--- src/rtl/timer_pkg.sv ---
// Shared types and helpers for the cooking-timer keypad front end.
// Provides the controller state encoding and the one-hot key to BCD decode.
package timer_pkg;

  typedef enum logic [1:0] {
    IDLE  = 2'd0,
    ENTRY = 2'd1,
    LOAD  = 2'd2,
    HOLD  = 2'd3
  } state_t;

  localparam int BCD_W   = 4;
  localparam int BCD_MAX = 9;

  typedef struct packed {
    logic             valid;
    logic [BCD_W-1:0] bcd;
  } bcd_key_t;

  // valid only when exactly one key bit is set; chords decode as invalid
  function automatic bcd_key_t onehot_to_bcd(input logic [9:0] key);
    bcd_key_t    res;
    int unsigned cnt;
    res = '0;
    cnt = 0;
    for (int i = 0; i < 10; i++) begin
      if (key[i]) begin
        cnt++;
        res.bcd = BCD_W'(i);
      end
    end
    res.valid = (cnt == 1);
    return res;
  endfunction

endpackage

--- src/rtl/time_entry_edge_det.sv ---
// Registered edge detector for debounced button/key inputs.
// FROM_QUIET restricts edges to those leaving an all-inactive previous sample.
module edge_det #(
  parameter int WIDTH      = 1,
  parameter bit FALLING    = 1'b0,
  parameter bit FROM_QUIET = 1'b0
) (
  input  logic             i_clk,
  input  logic             i_rst_n,
  input  logic [WIDTH-1:0] i_sig,
  output logic [WIDTH-1:0] o_edge
);

  logic [WIDTH-1:0] r_q;
  logic [WIDTH-1:0] w_raw;
  logic             w_quiet;

  always_ff @(posedge i_clk or negedge i_rst_n) begin
    if (!i_rst_n) r_q <= '0;
    else          r_q <= i_sig;
  end

  assign w_raw   = FALLING ? (~i_sig & r_q) : (i_sig & ~r_q);
  assign w_quiet = FALLING ? (r_q == '1) : (r_q == '0);
  assign o_edge  = (FROM_QUIET && !w_quiet) ? '0 : w_raw;

endmodule

--- src/rtl/time_entry.sv ---
// Keypad entry controller: collects BCD digits, strobes loadn into the counter chain.
// Optional seconds clamp on load is enabled by defining TIME_ENTRY_CLAMP_EN.
module time_entry
  import timer_pkg::*;
#(
  parameter int DIGITS    = 4,
  parameter int SEC_LIMIT = 5
) (
  input  logic                         clk,
  input  logic                         clrn,
  input  logic [9:0]                   key,
  input  logic                         startn,
  input  logic                         cleann,
  input  logic                         timer_zero,
  output logic [4*DIGITS-1:0]          data,
  output logic                         loadn,
  output logic [$clog2(DIGITS+1)-1:0]  ndigits,
  output logic                         busy
);

  localparam int DW = BCD_W * DIGITS;
  localparam int NW = $clog2(DIGITS + 1);
`ifdef TIME_ENTRY_CLAMP_EN
  localparam bit CLAMP_EN = 1'b1;
`else
  localparam bit CLAMP_EN = 1'b0;
`endif

  state_t          r_state, w_state_nxt;
  logic [DW-1:0]   r_data, w_data_nxt, w_data_shift, w_data_clamped;
  logic [NW-1:0]   r_ndigits, w_ndigits_nxt;
  logic            r_armed, w_armed_nxt;
  logic            r_loadn;
  logic            r_busy;
  logic [9:0]      w_key_edge;
  logic            w_start_ev, w_clear_ev, w_press;
  bcd_key_t        w_key;

  edge_det #(.WIDTH(10), .FALLING(1'b0), .FROM_QUIET(1'b1)) u_key_edge (
    .i_clk  (clk),
    .i_rst_n(clrn),
    .i_sig  (key),
    .o_edge (w_key_edge)
  );

  edge_det #(.WIDTH(1), .FALLING(1'b1), .FROM_QUIET(1'b0)) u_start_edge (
    .i_clk  (clk),
    .i_rst_n(clrn),
    .i_sig  (startn),
    .o_edge (w_start_ev)
  );

  edge_det #(.WIDTH(1), .FALLING(1'b1), .FROM_QUIET(1'b0)) u_clear_edge (
    .i_clk  (clk),
    .i_rst_n(clrn),
    .i_sig  (cleann),
    .o_edge (w_clear_ev)
  );

  assign w_key        = onehot_to_bcd(key);
  assign w_press      = w_key.valid && (w_key_edge != '0);
  assign w_data_shift = {r_data[DW-BCD_W-1:0], w_key.bcd};

  // seconds tens beyond the limit snap to the largest legal seconds value
  always_comb begin
    w_data_clamped = r_data;
    if (CLAMP_EN && (r_data[7:4] > BCD_W'(SEC_LIMIT)))
      w_data_clamped[7:0] = {BCD_W'(SEC_LIMIT), BCD_W'(BCD_MAX)};
  end

  always_comb begin
    w_state_nxt   = r_state;
    w_data_nxt    = r_data;
    w_ndigits_nxt = r_ndigits;
    w_armed_nxt   = r_armed;
    case (r_state)
      IDLE: begin
        if (w_press && (w_key.bcd != '0)) begin
          w_data_nxt    = w_data_shift;
          w_ndigits_nxt = NW'(1);
          w_state_nxt   = ENTRY;
        end
      end
      ENTRY: begin
        if (w_start_ev) begin
          w_data_nxt  = w_data_clamped;
          w_state_nxt = LOAD;
        end else if (w_press && (r_ndigits < NW'(DIGITS))) begin
          w_data_nxt    = w_data_shift;
          w_ndigits_nxt = r_ndigits + NW'(1);
        end
      end
      LOAD: begin
        w_armed_nxt = 1'b0;
        w_state_nxt = HOLD;
      end
      HOLD: begin
        if (r_armed && timer_zero) begin
          w_data_nxt    = '0;
          w_ndigits_nxt = '0;
          w_armed_nxt   = 1'b0;
          w_state_nxt   = IDLE;
        end else if (!timer_zero) begin
          w_armed_nxt = 1'b1;
        end
      end
      default: w_state_nxt = IDLE;
    endcase
    if (w_clear_ev) begin
      w_data_nxt    = '0;
      w_ndigits_nxt = '0;
      w_armed_nxt   = 1'b0;
      w_state_nxt   = IDLE;
    end
  end

  always_ff @(posedge clk or negedge clrn) begin
    if (!clrn) begin
      r_state   <= IDLE;
      r_data    <= '0;
      r_ndigits <= '0;
      r_armed   <= 1'b0;
      r_loadn   <= 1'b1;
      r_busy    <= 1'b0;
    end else begin
      r_state   <= w_state_nxt;
      r_data    <= w_data_nxt;
      r_ndigits <= w_ndigits_nxt;
      r_armed   <= w_armed_nxt;
      // strobe follows LOAD unconditionally so a clear in LOAD still loads
      r_loadn   <= (r_state != LOAD);
      r_busy    <= (w_state_nxt == LOAD) || (w_state_nxt == HOLD);
    end
  end

  assign data    = r_data;
  assign ndigits = r_ndigits;
  assign loadn   = r_loadn;
  assign busy    = r_busy;

endmodule
--- config.mk ---
export PLATFORM = sky130hd
export DESIGN_NAME = time_entry
export DESIGN_NICKNAME = d
export VERILOG_FILES = /design/src/rtl/timer_pkg.sv /design/src/rtl/time_entry_edge_det.sv /design/src/rtl/time_entry.sv
export SDC_FILE = /design/constraint.sdc
export NUM_CORES = 1
export LEC_CHECK = 0
export CAP_MARGIN = 15
export CORE_ASPECT_RATIO = 1.2
export CORE_MARGIN = 2
export CORE_UTILIZATION = 51
export CTS_BUF_LIST = sky130_fd_sc_hd__clkbuf_8
export DETAILED_ROUTE_END_ITERATION = 12
export PLACE_DENSITY = 0.87
export SLEW_MARGIN = 20
export SYNTH_ARGS = -nofsm -noshare
export SYNTH_HDL_FRONTEND = slang
export SYNTH_SLANG_ARGS = --single-unit
--- constraint.sdc ---
create_clock -name clk -period 2.31 [get_ports clk]
set_input_delay 0.693 -clock clk [delete_from_list [all_inputs] [get_ports clk]]
set_output_delay 0.693 -clock clk [all_outputs]
set_load 0.005 [all_outputs]
**Yosys cells after proc, flatten, opt, wreduce, memory -nomap -nowiden**

Index checks and enable logic that the tools add are counted.

- Memory bits (read-only): 0
- Memory bits (writable): 0
- Output and inout bits: 21
- Latch bits: 0
- Memories: 0
- Register bits after elaboration: 36
- Input port bits: 15
- Word-level logic and storage cells: 92

- Add/sub/neg operators: 10
- Equal/unequal tests: 12
- Shift-type cells: 0
- Multiplexer cells: 41
- Reduce and logical (&&, ||, !) cells: 13
- $mul: 0
- Bitwise gates (word level): 6
- Magnitude comparators: 1
- Div/mod/pow operators: 0

Operators by type and width:

| operator | number |
|---|---|
| $add 32x1->32 const B | 9 |
| $mux 32 | 9 |
| $mux 16 | 5 |
| $pmux 16 s3 | 1 |
| $eq 32x1->1 const B | 1 |
| $mux 4 | 8 |
| $mux 3 | 5 |
| $ne 3x2->1 const B | 4 |
| $and 10x10->10 | 1 |
| $logic_not 10->1 | 1 |
| $mux 10 | 1 |
| $not 10->10 | 1 |
| $reduce_bool 10->1 | 1 |
| $pmux 3 s3 | 1 |
| $eq 2x2->1 const B | 4 |
| $mux 2 | 4 |
| $pmux 2 s4 | 1 |
| $reduce_bool 4->1 | 2 |
| $mux 1 | 5 |
| $reduce_and 5->1 | 1 |
| $logic_and 1x1->1 | 4 |
| $ne 4x3->1 const B | 1 |
| $add 3x1->3 const B | 1 |
| $lt 3x3->1 const B | 1 |
| 9 further kinds | 11 |

**Logic depth before layout (Yosys ltp)**

- Depth after elaboration: 27
- Gate-level depth with buffers: 33
- Mapped depth without buffers: 32

**Cells and area by module**

From an unflattened synthesis, not the netlist that was laid out.

- Cell total of the unflattened synthesis: 300
- Area, all modules: 2910.3 µm²

Modules (own cells, without submodules):

| module | cells each | times used | area each (µm²) |
|---|---|---|---|
| time_entry | 260 | 1 | 2357.3 |
| edge_det (u_key_edge) | 36 | 1 | 475.5 |
| edge_det (u_clear_edge ...) | 2 | 2 | 38.8 |

**Worst setup path after synthesis**

No wires, ideal clock.

- Kind: input to register
- Start: in key[0]
- End: reg r_data[0] (netlist: data[0])
- Arrival: 6.808 ns
- Path slack: -4.619 ns
- Cell stages on the path: 32
- Path through: inv_1 ha_1 xnor2_2 inv_1 ha_1 nand2_1 o31a_1 inv_1 ha_1 nand2_1 o21ai_0 ha_1 nand2_1 o221ai_1 ha_1 mux2_2 ha_1 nand2_1 a21bo_2 ha_1 mux2_2 ha_1 nand2_1 xnor2_1 mux2_2 a31oi_1 o211ai_1 or4_4 nor3_4 o22ai_2 buf_6 a22o_1

- Cells in the longest elaborated chain, start to end: 24

RTL lines:

| element | RTL line | RTL |
|---|---|---|
| start: declaration | time_entry.sv:11 | `input logic [9:0] key,` |
| $mux 1 | timer_pkg.sv:27 | `if (key[i]) begin` |
| $add 32x1->32 | timer_pkg.sv:28 | `cnt++;` |
| $mux 32 | timer_pkg.sv:27 |  |
| $add 32x1->32 | timer_pkg.sv:28 |  |
| $mux 32 | timer_pkg.sv:27 |  |
| $add 32x1->32 | timer_pkg.sv:28 |  |
| $mux 32 | timer_pkg.sv:27 |  |
| $add 32x1->32 | timer_pkg.sv:28 |  |
| (+8 left out) | - |  |
| $mux 32 | timer_pkg.sv:27 |  |
| $add 32x1->32 | timer_pkg.sv:28 |  |
| $mux 32 | timer_pkg.sv:27 |  |
| $eq 32x1->1 | timer_pkg.sv:32 | `res.valid = (cnt == 1);` |
| $logic_and 1x1->1 * | time_entry.sv:61 | `assign w_press = w_key.valid && (w_key_edge != '0);` |
| $logic_and 1x1->1 (on tied branches) | time_entry.sv:88, time_entry.sv:78 |  |
| $ne 3x2->1 (no line) | - |  |
| $reduce_and 5->1 (no line) * | - |  |
| end signal: assignment | time_entry.sv:127 | `r_data <= w_data_nxt;` |
| end: declaration | time_entry.sv:30 | `logic [DW-1:0] r_data, w_data_nxt, w_data_shift, w_data_clamped;` |

Mark *: on every way between the ends. The rest lies on a longest branch, timed or not.
A chain may end at the register's enable or synchronous reset.

**Final worst setup path**

- Start: in key[1]
- End: reg r_data[1] (netlist: data[1])

- Cells in the longest elaborated chain, start to end: 22

RTL lines:

| element | RTL line |
|---|---|
| $mux 32 | timer_pkg.sv:27 |
| $add 32x1->32 | timer_pkg.sv:28 |
| $mux 32 | timer_pkg.sv:27 |
| $add 32x1->32 | timer_pkg.sv:28 |
| $mux 32 | timer_pkg.sv:27 |
| $add 32x1->32 | timer_pkg.sv:28 |
| $mux 32 | timer_pkg.sv:27 |
| $add 32x1->32 | timer_pkg.sv:28 |
| (+6 left out) | - |
| $mux 32 | timer_pkg.sv:27 |
| $add 32x1->32 | timer_pkg.sv:28 |
| $mux 32 | timer_pkg.sv:27 |
| $eq 32x1->1 | timer_pkg.sv:32 |
| $logic_and 1x1->1 | time_entry.sv:61 |
| $logic_and 1x1->1 (on tied branches) | time_entry.sv:88, time_entry.sv:78 |
| $ne 3x2->1 (no line) | - |
| $reduce_and 5->1 (no line) * | - |

Marks and branches as above.

==> key figures <==
STA
  – Worst clock skew: between 0.008 and 0.009 ns
  – Setup slack after layout: -4.09 ns
  – Final period util: 277%
  – Maximum achievable frequency: approximately 160 MHz
  – Worst Tran Pin Value: 0.633 ns
  – Tightest slew margin relative to the limit: 57.7%
  – Hold Vio Cnt, Final: 0
  – Final TNS setup: -80.59 ns
  – Final critical-path required period: 6.40 ns
  – Final count of negative-setup-slack endpoints: 20
  – Number of slew-limit violations in the final report: 0
  – Unrepaired setup endpoints after global routing: yes

Global route
  – Grt total ovfl: 0
  – Pin count of the biggest net entering global routing: 37
  – GR met1 Demand/Resource: a little under two fifths
  – Global routing's busiest layer: met2
  – Met2 track demand over resource in global routing: 59.2%
  – Number of global-route vias before repair: 2927
  – Global-route total usage across every layer: 34.0%
  – Antenna violations before repair: 0
  – Met3 usage: 7.12%
  – Global-route wire length before repair: 14100 um

Die
  – Die height: 82.0 um
  – Top-level port count: 36
  – Number of rows created at floorplan: 28
  – Starting density of the core: 52.7%
  – Die extent in x: slightly below 70 um
  – Core footprint: 0.00490 sq mm
  – Die area: 0.00566 sq mm

Power and ir drop
  – Worst-case vdd ir drop: 0.000499 V
  – Power density over the cells: 664 mW/mm^2
  – Sum of internal, switching and leakage power: 2.69 mW
  – Leakage: 1.81 nW

Synth
  – Top cells by count, synth: dfrtp_1 (35), nand2_1 (26), nor2_1 (24)
  – Post-synthesis instance area: 0.00258 sq mm
  – Most frequent cell after synthesis: dfrtp_1
  – Fraction of synthesized cell area taken by the top area cell type: 33.9%
  – Net count after synthesis: ~300
  – Primary flip-flop cell chosen by synthesis mapping: dfrtp_1
  – Number of flops mapped to enable cells by yosys: 0
  – Post-synthesis cell type count: 65
  – Post-synthesis average cell area: 9.23 sq um
  – Number of register bits inferred by synthesis: 36
  – Post-Synthesis Cells: 280
  – Register area share after synthesis: 34.9%
  – Cells taking the most area after synthesis: dfrtp_1 (34%), ha_1 (4.8%), a22o_1 (4.4%)
  – Ys async rst share: 100%
  – Warnings from Yosys: 0
  – Cell accounting for the most synthesized area: dfrtp_1

Setup path
  – Critical path class: in -> reg
  – Startpoint type of the worst setup path: input pin
  – Arrival time at the worst endpoint: 6.60 ns
  – Largest fanout of any net on the critical path: 6
  – Worst Setup End Kind: register
  – Required time at the worst-slack endpoint: between 2 and 3 ns
  – Delay of the slowest cell on the worst path: 0.56 ns
  – Slowest stage cell, crit path: or4_4
  – CP dominant cell by count: ha_4

Clock tree
  – CTS Buf Count: 5
  – Number of levels the H-tree was split into: 2
  – Maximum buffer depth of the clock tree: 2
  – Number of sinks on the clock net: 36
  – Clock tree from TritonCTS: yes
  – Clock latency of the later-clocked register in the worst-skew pair: 0.29 ns
  – Hold-fix buffers, CTS: 0
  – Clock slew at reported path FFs: 0.08 ns
  – CTS root buf: clkbuf_8

Final layout
  – Diodes inserted: 0
  – Area growth, synth to finish: 56.6%
  – NumNets Final: 426
  – Fraction of final layout cells with drive strength greater than 1: a little over a third
  – Filler Cell Count: 251

Place
  – Routability congestion estimate from global placement: about 0.91
  – Number of I/O port buffers: 35
  – Post-detailed-placement half-perimeter wirelength: 6380 um
  – Pre-CTS WS: -4.85 ns

Drt
  – Vias per Instance: 6.43
  – Final routed wire length divided by cell count: 21.0 um
  – Post-route DRC violation count: 0
  – Drt first-iter violations: 472
  – Pre-antenna DRT Iters: 5
  – Residual antenna-violating net count after detailed routing: 0
  – Routed WL: 9720 um
  – Via count: 2972

Job
  – Maximum capacitance violations: 0

Worst hold path
  – Kind of path behind the tightest hold check: in -> reg

Outcome
  – Violated checks: negative setup slack
  – Run status: finished with violations
==> stage by stage <==
step	cell area (sq um)	hold slack, ns	std cells	util [%]
after floorplan	2750	0.397	280	-
after global placement	3730	0.505	444	76.1
after detailed placement	3730	0.506	444	76.1
after CTS	3950	0.523	461	80.5
after global routing	4050	0.519	462	82.6
final	4050	0.520	462	82.6
==> kinds of logic (layout without fill, tap and decap cells) <==
kind of cell / after synthesis / in the layout / share of synthesized area (%)
compound gates: 73 / 74 / 21.5
xor+xnor: 19 / 19 / 9.00
fa+ha+maj: 10 / 10 / 4.84
buf+inv: 29 / 150 / 5.37
flops: 36 / 36 / 34.9
mux: 9 / 9 / 3.63
simple gates: 104 / 104 / 20.8
==> final timing paths <==
path,cells after the start,start,slack (ns),endpoint
max in group asynchronous,2,clrn,1.14,loadn
setup reg to reg,10,u_key_edge.r_q[4],-0.85,data[11]
setup / recovery,33,key[1],-4.09,data[1]
min in group asynchronous,2,clrn,0.83,u_key_edge.r_q[3]
hold reg to reg,1,data[0],0.53,data[4]
hold / removal,1,key[0],0.52,u_key_edge.r_q[0]
==> power by group <==
group          switching (mW)  internal [mW]  leakage [nW]
combinational           0.689          0.780          1.28
clock                   0.242          0.319        0.0541
sequential             0.0130          0.645         0.472
total                   0.944           1.74          1.81
==> flip-flops by register name, indices dropped and copies added, names as in the netlist <==
register	flops
busy	1
data	16
loadn	1
ndigits	3
r_armed	1
r_state	2
u_clear_edge.r_q	1
u_key_edge.r_q	10
u_start_edge.r_q	1
==> area by class of cell <==
| type | instances | area (sq um) | share of cell area (%) |
|---|---|---|---|
| clock buffer | 5 | 68.8 | 1.70 |
| inverter | 15 | 73.8 | 1.82 |
| timing repair buffer | 127 | 1090 | 26.9 |
| multi-input combinational | 216 | 1800 | 44.4 |
| sequential | 36 | 902 | 22.3 |
| clock inverter | 3 | 42.5 | 1.05 |
| tap | 60 | 75.1 | 1.85 |
==> layout by cell type (no fill, tap or decap), types with 5 or more instances in the layout <==
cell and count:
and3_1 6, clkbuf_8 5, xnor2_1 10, clkdlybuf4s50_1 32, o21ai_0 8, nor2_1 22, a21oi_1 13, dfrtp_1 35
buf_4 87, inv_1 10, nand2_1 21, a22o_1 13, nand3_1 14, ha_4 7
==> timing repair <==
action                     in CTS  in global routing
pin swaps                      24                 17
setup endpoints to repair      20                 20
setup buffers                   8                  2
resized for setup              19                 19
cloned                          1                  0
==> worst max-delay path, delay by kind of cell <==
| family | cells | cell delay (ns) |
|---|---|---|
| AOI/OAI and AO/OA | 7 | 1.08 |
| xor gates and xnor gates | 2 | 0.20 |
| adders and majority gates | 8 | 1.91 |
| buffers and inverters | 5 | 0.43 |
| muxes | 4 | 1.07 |
| and+or+nand+nor | 7 | 1.20 |
==> layer usage <==
metal	wire length, um	up-vias
li1	-	1277
met1	3510	1417
met2	4840	207
met3	730	71
met4	639	0
met5	0	-
No activity file was read; power rests on OpenSTA's default activity.
